### src/rtl/tt_um_jleugeri_ttt_router_if.sv
// tt_um_jleugeri_ttt_router_if: sweep handshake, connection-table write port and token-delta outputs of the router.
interface tt_um_jleugeri_ttt_router_if #(
    parameter int NUM_PROCESSORS  = 10,
    parameter int NEW_TOKENS_BITS = 4
);
    localparam int IDX_W = $clog2(NUM_PROCESSORS);
    logic                                        go;
    logic [2*NUM_PROCESSORS-1:0]                 tstartstop;
    logic                                        cfg_we;
    logic [IDX_W-1:0]                            cfg_addr;
    logic                                        cfg_valid;
    logic [IDX_W-1:0]                            cfg_first;
    logic [IDX_W-1:0]                            cfg_last;
    logic [NEW_TOKENS_BITS-1:0]                  cfg_good_w;
    logic [NEW_TOKENS_BITS-1:0]                  cfg_bad_w;
    logic                                        hot;
    logic                                        done;
    logic                                        enable;
    logic [NUM_PROCESSORS*NEW_TOKENS_BITS-1:0]   new_good_tokens;
    logic [NUM_PROCESSORS*NEW_TOKENS_BITS-1:0]   new_bad_tokens;
    modport master (
        output go, tstartstop, cfg_we, cfg_addr, cfg_valid, cfg_first, cfg_last, cfg_good_w, cfg_bad_w,
        input  hot, done, enable, new_good_tokens, new_bad_tokens
    );
    modport slave (
        input  go, tstartstop, cfg_we, cfg_addr, cfg_valid, cfg_first, cfg_last, cfg_good_w, cfg_bad_w,
        output hot, done, enable, new_good_tokens, new_bad_tokens
    );
endinterface

### src/rtl/tt_um_jleugeri_ttt_router.sv
// tt_um_jleugeri_ttt_router: sweeps start/stop flags, fans each active source out over its target range.
// Define TTT_ROUTER_SATURATE_EN to clamp accumulators; otherwise they wrap.
module tt_um_jleugeri_ttt_router #(
    parameter int NUM_PROCESSORS  = 10,
    parameter int NEW_TOKENS_BITS = 4
) (
    input logic clk,
    input logic rst_n,
    tt_um_jleugeri_ttt_router_if.slave bus
);
    localparam int N     = NUM_PROCESSORS;
    localparam int B     = NEW_TOKENS_BITS;
    localparam int IDX_W = $clog2(N);
    localparam logic [IDX_W-1:0]  LAST_IDX = IDX_W'(N - 1);
    localparam logic signed [B+1:0] SMAX = (B+2)'(2 ** (B - 1) - 1);
    localparam logic signed [B+1:0] SMIN = ~SMAX;

    typedef enum logic [1:0] {IDLE, SCAN, FANOUT, DONE} state_t;

    state_t                  state_q, state_d;
    logic [IDX_W-1:0]        src_q, src_d, tgt_q, tgt_d;
    logic                    hot_q, done_q, en_q;
    logic [N-1:0]            start_q, stop_q, valid_q;
    logic [IDX_W-1:0]        first_q [N];
    logic [IDX_W-1:0]        last_q [N];
    logic signed [B-1:0]     good_w_q [N];
    logic signed [B-1:0]     bad_w_q [N];
    logic signed [B-1:0]     good_q [N];
    logic signed [B-1:0]     bad_q [N];
    logic                    start, act, at_end;
    logic [IDX_W-1:0]        last_eff;

    // Wide domain keeps negation of the most negative weight exact before reduction.
    function automatic logic signed [B-1:0] accum(input logic signed [B-1:0] acc,
                                                  input logic signed [B-1:0] w, input logic neg);
        logic signed [B+1:0] s;
        s = neg ? (B+2)'(acc) - (B+2)'(w) : (B+2)'(acc) + (B+2)'(w);
`ifdef TTT_ROUTER_SATURATE_EN
        return s > SMAX ? SMAX[B-1:0] : s < SMIN ? SMIN[B-1:0] : s[B-1:0];
`else
        return s[B-1:0];
`endif
    endfunction

    assign start    = state_q == IDLE && bus.go;
    assign last_eff = last_q[src_q] > LAST_IDX ? LAST_IDX : last_q[src_q];
    assign act      = (start_q[src_q] ^ stop_q[src_q]) && valid_q[src_q]
                      && first_q[src_q] <= last_q[src_q] && first_q[src_q] <= LAST_IDX;
    assign at_end   = tgt_q == last_eff;

    always_comb begin
        state_d = state_q;
        src_d   = src_q;
        tgt_d   = tgt_q;
        unique case (state_q)
            IDLE: begin
                state_d = bus.go ? SCAN : IDLE;
                src_d   = bus.go ? '0 : src_q;
            end
            SCAN: begin
                state_d = act ? FANOUT : src_q == LAST_IDX ? DONE : SCAN;
                src_d   = act || src_q == LAST_IDX ? src_q : src_q + 1'b1;
                tgt_d   = act ? first_q[src_q] : tgt_q;
            end
            FANOUT: begin
                state_d = !at_end ? FANOUT : src_q == LAST_IDX ? DONE : SCAN;
                src_d   = at_end && src_q != LAST_IDX ? src_q + 1'b1 : src_q;
                tgt_d   = at_end ? tgt_q : tgt_q + 1'b1;
            end
            DONE: state_d = IDLE;
            default: state_d = IDLE;
        endcase
    end

    always_ff @(posedge clk) begin
        if (!rst_n) begin
            state_q <= IDLE;
            src_q   <= '0;
            tgt_q   <= '0;
            hot_q   <= 1'b0;
            done_q  <= 1'b0;
            en_q    <= 1'b0;
            start_q <= '0;
            stop_q  <= '0;
            valid_q <= '0;
            for (int i = 0; i < N; i++) begin
                first_q[i]  <= '0;
                last_q[i]   <= '0;
                good_w_q[i] <= '0;
                bad_w_q[i]  <= '0;
                good_q[i]   <= '0;
                bad_q[i]    <= '0;
            end
        end else begin
            state_q <= state_d;
            src_q   <= src_d;
            tgt_q   <= tgt_d;
            hot_q   <= state_d == SCAN || state_d == FANOUT;
            done_q  <= state_d == DONE;
            en_q    <= state_d == DONE || (en_q && !start);
            if (state_q == IDLE && bus.cfg_we && bus.cfg_addr <= LAST_IDX) begin
                valid_q[bus.cfg_addr]  <= bus.cfg_valid;
                first_q[bus.cfg_addr]  <= bus.cfg_first;
                last_q[bus.cfg_addr]   <= bus.cfg_last;
                good_w_q[bus.cfg_addr] <= bus.cfg_good_w;
                bad_w_q[bus.cfg_addr]  <= bus.cfg_bad_w;
            end
            if (start) begin
                for (int i = 0; i < N; i++) begin
                    start_q[i] <= bus.tstartstop[2*i];
                    stop_q[i]  <= bus.tstartstop[2*i+1];
                    good_q[i]  <= '0;
                    bad_q[i]   <= '0;
                end
            end
            if (state_q == FANOUT) begin
                good_q[tgt_q] <= accum(good_q[tgt_q], good_w_q[src_q], stop_q[src_q]);
                bad_q[tgt_q]  <= accum(bad_q[tgt_q], bad_w_q[src_q], stop_q[src_q]);
            end
        end
    end

    assign bus.hot    = hot_q;
    assign bus.done   = done_q;
    assign bus.enable = en_q;

    for (genvar g = 0; g < N; g++) begin : g_out
        assign bus.new_good_tokens[g*B +: B] = good_q[g];
        assign bus.new_bad_tokens[g*B +: B]  = bad_q[g];
    end
endmodule
### src/flat_wrapper.sv
// flat-port wrapper written by rule: the top's interface ports become plain ports
module tt_um_jleugeri_ttt_router_flat 
#(
    parameter int NUM_PROCESSORS  = 10,
    parameter int NEW_TOKENS_BITS = 4
)
  (clk, rst_n, bus_go, bus_tstartstop, bus_cfg_we, bus_cfg_addr, bus_cfg_valid, bus_cfg_first, bus_cfg_last, bus_cfg_good_w, bus_cfg_bad_w, bus_hot, bus_done, bus_enable, bus_new_good_tokens, bus_new_bad_tokens);
  tt_um_jleugeri_ttt_router_if #(.NUM_PROCESSORS(NUM_PROCESSORS), .NEW_TOKENS_BITS(NEW_TOKENS_BITS)) bus_i ();
  input logic clk;
  input logic rst_n;
  input wire logic [$bits(bus_i.go)-1:0] bus_go;
  input wire logic [$bits(bus_i.tstartstop)-1:0] bus_tstartstop;
  input wire logic [$bits(bus_i.cfg_we)-1:0] bus_cfg_we;
  input wire logic [$bits(bus_i.cfg_addr)-1:0] bus_cfg_addr;
  input wire logic [$bits(bus_i.cfg_valid)-1:0] bus_cfg_valid;
  input wire logic [$bits(bus_i.cfg_first)-1:0] bus_cfg_first;
  input wire logic [$bits(bus_i.cfg_last)-1:0] bus_cfg_last;
  input wire logic [$bits(bus_i.cfg_good_w)-1:0] bus_cfg_good_w;
  input wire logic [$bits(bus_i.cfg_bad_w)-1:0] bus_cfg_bad_w;
  output wire logic [$bits(bus_i.hot)-1:0] bus_hot;
  output wire logic [$bits(bus_i.done)-1:0] bus_done;
  output wire logic [$bits(bus_i.enable)-1:0] bus_enable;
  output wire logic [$bits(bus_i.new_good_tokens)-1:0] bus_new_good_tokens;
  output wire logic [$bits(bus_i.new_bad_tokens)-1:0] bus_new_bad_tokens;
  assign bus_i.go = bus_go;
  assign bus_i.tstartstop = bus_tstartstop;
  assign bus_i.cfg_we = bus_cfg_we;
  assign bus_i.cfg_addr = bus_cfg_addr;
  assign bus_i.cfg_valid = bus_cfg_valid;
  assign bus_i.cfg_first = bus_cfg_first;
  assign bus_i.cfg_last = bus_cfg_last;
  assign bus_i.cfg_good_w = bus_cfg_good_w;
  assign bus_i.cfg_bad_w = bus_cfg_bad_w;
  assign bus_hot = bus_i.hot;
  assign bus_done = bus_i.done;
  assign bus_enable = bus_i.enable;
  assign bus_new_good_tokens = bus_i.new_good_tokens;
  assign bus_new_bad_tokens = bus_i.new_bad_tokens;
  tt_um_jleugeri_ttt_router #(.NUM_PROCESSORS(NUM_PROCESSORS), .NEW_TOKENS_BITS(NEW_TOKENS_BITS)) u_core (.clk(clk), .rst_n(rst_n), .bus(bus_i));
endmodule
### config.mk
export PLATFORM = sky130hd
export DESIGN_NAME = tt_um_jleugeri_ttt_router_flat
export DESIGN_NICKNAME = d
export VERILOG_FILES = /design/src/rtl/tt_um_jleugeri_ttt_router_if.sv /design/src/rtl/tt_um_jleugeri_ttt_router.sv /design/src/flat_wrapper.sv
export SDC_FILE = /design/constraint.sdc
export NUM_CORES = 1
export LEC_CHECK = 0
export ABC_AREA = 1
export CORE_ASPECT_RATIO = 0.9
export CORE_UTILIZATION = 45
export DETAILED_ROUTE_END_ITERATION = 16
export GPL_TIMING_DRIVEN = 0
export PLACE_DENSITY = 0.61
export SYNTH_ARGS = -nofsm -noshare
export SYNTH_HDL_FRONTEND = slang
export SYNTH_SLANG_ARGS = --single-unit
export TNS_END_PERCENT = 20
### constraint.sdc
create_clock -name clk -period 4.07 [get_ports clk]
set_input_delay 1.221 -clock clk [delete_from_list [all_inputs] [get_ports clk]]
set_output_delay 1.221 -clock clk [all_outputs]
set_load 0.05 [all_outputs]
==> results.json <==
{
  "synth_top_family_by_area": "simple AND/OR/NAND/NOR gates",
  "synthCells": 1863,
  "synth-seq-cells": 435,
  "crit_path_max_fanout": 10,
  "io_pins": 128,
  "max-slew-margin-rel_pct": 26.9,
  "power.leakage_uw": 0.00906,
  "clkSinkCount": 435,
  "nets": 2206,
  "insertion_delay_ns": 0.59,
  "setup_viol": 0,
  "startpoint_type": "flop",
  "dieArea_um2": 44100,
  "max_stage_delay_ns": 0.38,
  "grt_use_total_pct": 26.3,
  "slowest_stage": "buf_2",
  "drc": 0,
  "syn_avg_cell_area_um2": 10.5,
  "whs_path_depth": 2,
  "core_area_um2": 42300,
  "layout-drive-gt1-share_pct": 8.61,
  "grt_pass1_wl_um": 86300,
  "peakVddDrop_mv": 0.277,
  "clk_pin_slew_ns": 0.06,
  "synth_top_area_share_pct": 59.2,
  "fmax_mhz": 252,
  "cts_root_buf": "clkbuf_16",
  "synth.area.top_cells": "edfxtp_1 (59%), nor2_1 (8.1%), dfxtp_1 (5.2%)",
  "worst_pin_slew_ns": 1.09,
  "worstHoldStart": "u_core.bus.enable",
  "grt_setup_unrepaired": "yes",
  "die_w_um": 221,
  "detail_route.wl_per_cell_um": 21.3,
  "syn_area_um2": 19500,
  "finalHoldViolCount": 0,
  "cts_buffer_depth": 3,
  "period_share_pct": 97.3,
  "cts_buffers": 46,
  "cts_tree": "built",
  "hold_path_class": "flop to flop",
  "syn2layout_area_growth_pct": 20.8,
  "postRouteAntennaNets": 0,
  "hold-path-endpoint": "u_core.bus.enable",
  "synthArstFlopShare_pct": 0,
  "vias_per_cell": 5.50,
  "io_buffers": 126,
  "critPathRequiredTime_ns": 4.41,
  "h-tree-depth": 2,
  "hpwl_um": 40100,
  "routed_wl_um": 58000,
  "cpLargestDelayFamily": "buffers and inverters",
  "path_depth": 15,
  "ff2ff_setup_slack_ns": 0.11,
  "utilization_pct": 55.7,
  "critPathKind": "flop to flop",
  "ys_warn_count": 0,
  "status": "complete, no violations",
  "slew_viol_final": 0,
  "synth_fa_ha_area_share_pct": 1.62,
  "cp.arrival_ns": 4.30,
  "yosysUniqueCellTypes": 36,
  "critPathBufInv": 5,
  "reg2reg_depth": 15,
  "post-synth-top-area-cell": "edfxtp_1",
  "antenna_found_initial": 1,
  "synth-edff-count": 384,
  "firstDrtPassIters": 6,
  "timing.rr.end": "u_core.bad_q[12][3]",
  "postLayoutSetupSlackWorst_ns": 0.109,
  "gp_congestion": 0.907,
  "finClkSkew_ns": 0.0187,
  "grt_pass1_vias": 14500,
  "synth-simple-area-share_pct": 15.3,
  "yosysMostFrequentCell": "nor2_1",
  "drt_iter0_markers": 1358,
  "synthMuxAreaShare_pct": 1.49,
  "crit_chain": "buf_2 -> buf_2 -> buf_2 -> mux2i_1 -> o211ai_1 -> nand3_1 -> nand2_1 -> ha_1 -> a21oi_1 -> o21ai_1 -> xnor2_1 -> xor2_1 -> xnor2_2 -> buf_6 -> inv_2",
  "synth_top_cells_by_count": "nor2_1 (419), edfxtp_1 (384), nand2_1 (195)",
  "die_h_um": 199,
  "tns_ns": 0,
  "grt-ovfl-total": 0,
  "pre_cts_slack_ns": -0.521,
  "path_common_cell": "buf_2",
  "synth_ff_type": "edfxtp_1",
  "seq_area_frac_synth_pct": 64.4,
  "vias": 15000,
  "powerDensity_nw_per_um2": 495,
  "end_kind": "flop",
  "synth_compound_area_share_pct": 10.7,
  "initial_core_util_pct": 46.1,
  "maxCapViolCount": 0,
  "synth-xor-area-share_pct": 0.494,
  "fin_crit_ns": 3.96,
  "fp-row-count": 71,
  "grt_start_max_net_pins": 20,
  "ctsHoldBuffers": 0
}
[metrics by stage]
| stage | hold WS [ns] | power, uW | area (um2) | instances |
|---|---|---|---|---|
| after CTS | 0.450 | 11500 | 23400 | 2715 |
| after global placement | 0.447 | 7090 | 21800 | 2631 |
| after detailed placement | 0.437 | 7120 | 21800 | 2632 |
| final | 0.446 | 11700 | 23600 | 2721 |
| after global routing | 0.486 | 12000 | 23600 | 2721 |
| after floorplan | 0.439 | 6440 | 19800 | 1958 |
[cells in the final DEF, fill, tap and decap left out, types with 12 or more instances in the layout]
| master | n |
|---|---|
| a21oi_1 | 54 |
| buf_2 | 22 |
| buf_4 | 12 |
| buf_6 | 15 |
| clkbuf_1 | 40 |
| clkbuf_16 | 51 |
| clkdlybuf4s50_1 | 126 |
| clkinv_1 | 15 |
| conb_1 | 96 |
| dfxtp_1 | 50 |
| edfxtp_1 | 384 |
| ha_1 | 22 |
| inv_1 | 151 |
| mux2i_1 | 29 |
| nand2_1 | 194 |
| nand3_1 | 85 |
| nor2_1 | 418 |
| nor2_2 | 19 |
| o211ai_1 | 60 |
| o21ai_0 | 170 |
| o21ai_1 | 25 |
| o221ai_1 | 25 |
| o22ai_1 | 13 |
[where the power goes]
group	internal, uW	leakage (uW)	switching [uW]	total, uW
clock network	2640	0.000766	1780	4420
registers	5160	0.00437	84.7	5250
logic	612	0.00393	1370	1980
total	8420	0.00906	3240	11700
[layout make-up]
cell class,instances,area (um2)
sequential,435,12600
multi-input combinational,1257,6150
buffer,99,599
tap,547,684
clock buffer,58,1300
fill,3697,18700
antenna,1,2.50
inverter,165,629
timing repair buffer,133,1350
clock inverter,26,280
[tightest hold or removal path, cell delays in order (launching register included)]
cell and delay (ns):
dfxtp_1 0.31, nand2_1 0.06, nand2_1 0.04
[registers in the layout, indices dropped and copies added, names as in the netlist, named ones only]
signal             count
u_core.good_w_q       64
u_core.tgt_q           4
u_core.state_q         2
u_core.good_q         64
u_core.bad_q          64
u_core.bad_w_q        64
u_core.bus.enable      1
u_core.bus.hot         1
u_core.stop_q         10
u_core.bus.done        1
u_core.first_q        64
u_core.src_q           4
u_core.start_q        10
u_core.valid_q        10
u_core.last_q         64
[timing repair]
action	CTS	global route
pin swaps	0	4
buffers inserted	0	6
gates resized for setup	25	26
setup endpoints to repair	62	84
[worst max path at each step]
stage,slack [ns],endpoint,from
4_1_cts,0.002,u_core.good_q[14][3],flop
2_1_floorplan,0.72,u_core.good_q[10][3],flop
5_1_grt,-0.05,u_core.good_q[6][3],flop
3_5_place_dp,-0.52,u_core.good_q[5][2],flop
6_report,0.11,u_core.bad_q[12][3],flop
3_3_place_gp,-1.46,u_core.good_w_q[9][2],bus_cfg_addr[0]
[kinds of logic (layout without fill, tap and decap cells)]
kind of cell	count (synthesis)	after routing
DFF	435	435
xor gates and xnor gates	11	11
AOI/OAI and AO/OA	356	356
muxes	29	29
and+or+nand+nor	741	741
buffers and inverters	266	481
other	1	97
adders and majority gates	24	24
[metal layers]
metal  global-route usage, %  wire, um  vias to the layer above
li1                        -         -                     6881
met1                    36.1     24100                     7290
met2                    42.1     26600                      691
met3                    4.29      5410                      108
met4                    10.3      1820                        0
met5                       0         0                        -
Note: power is estimated with default switching activity, not from simulation.
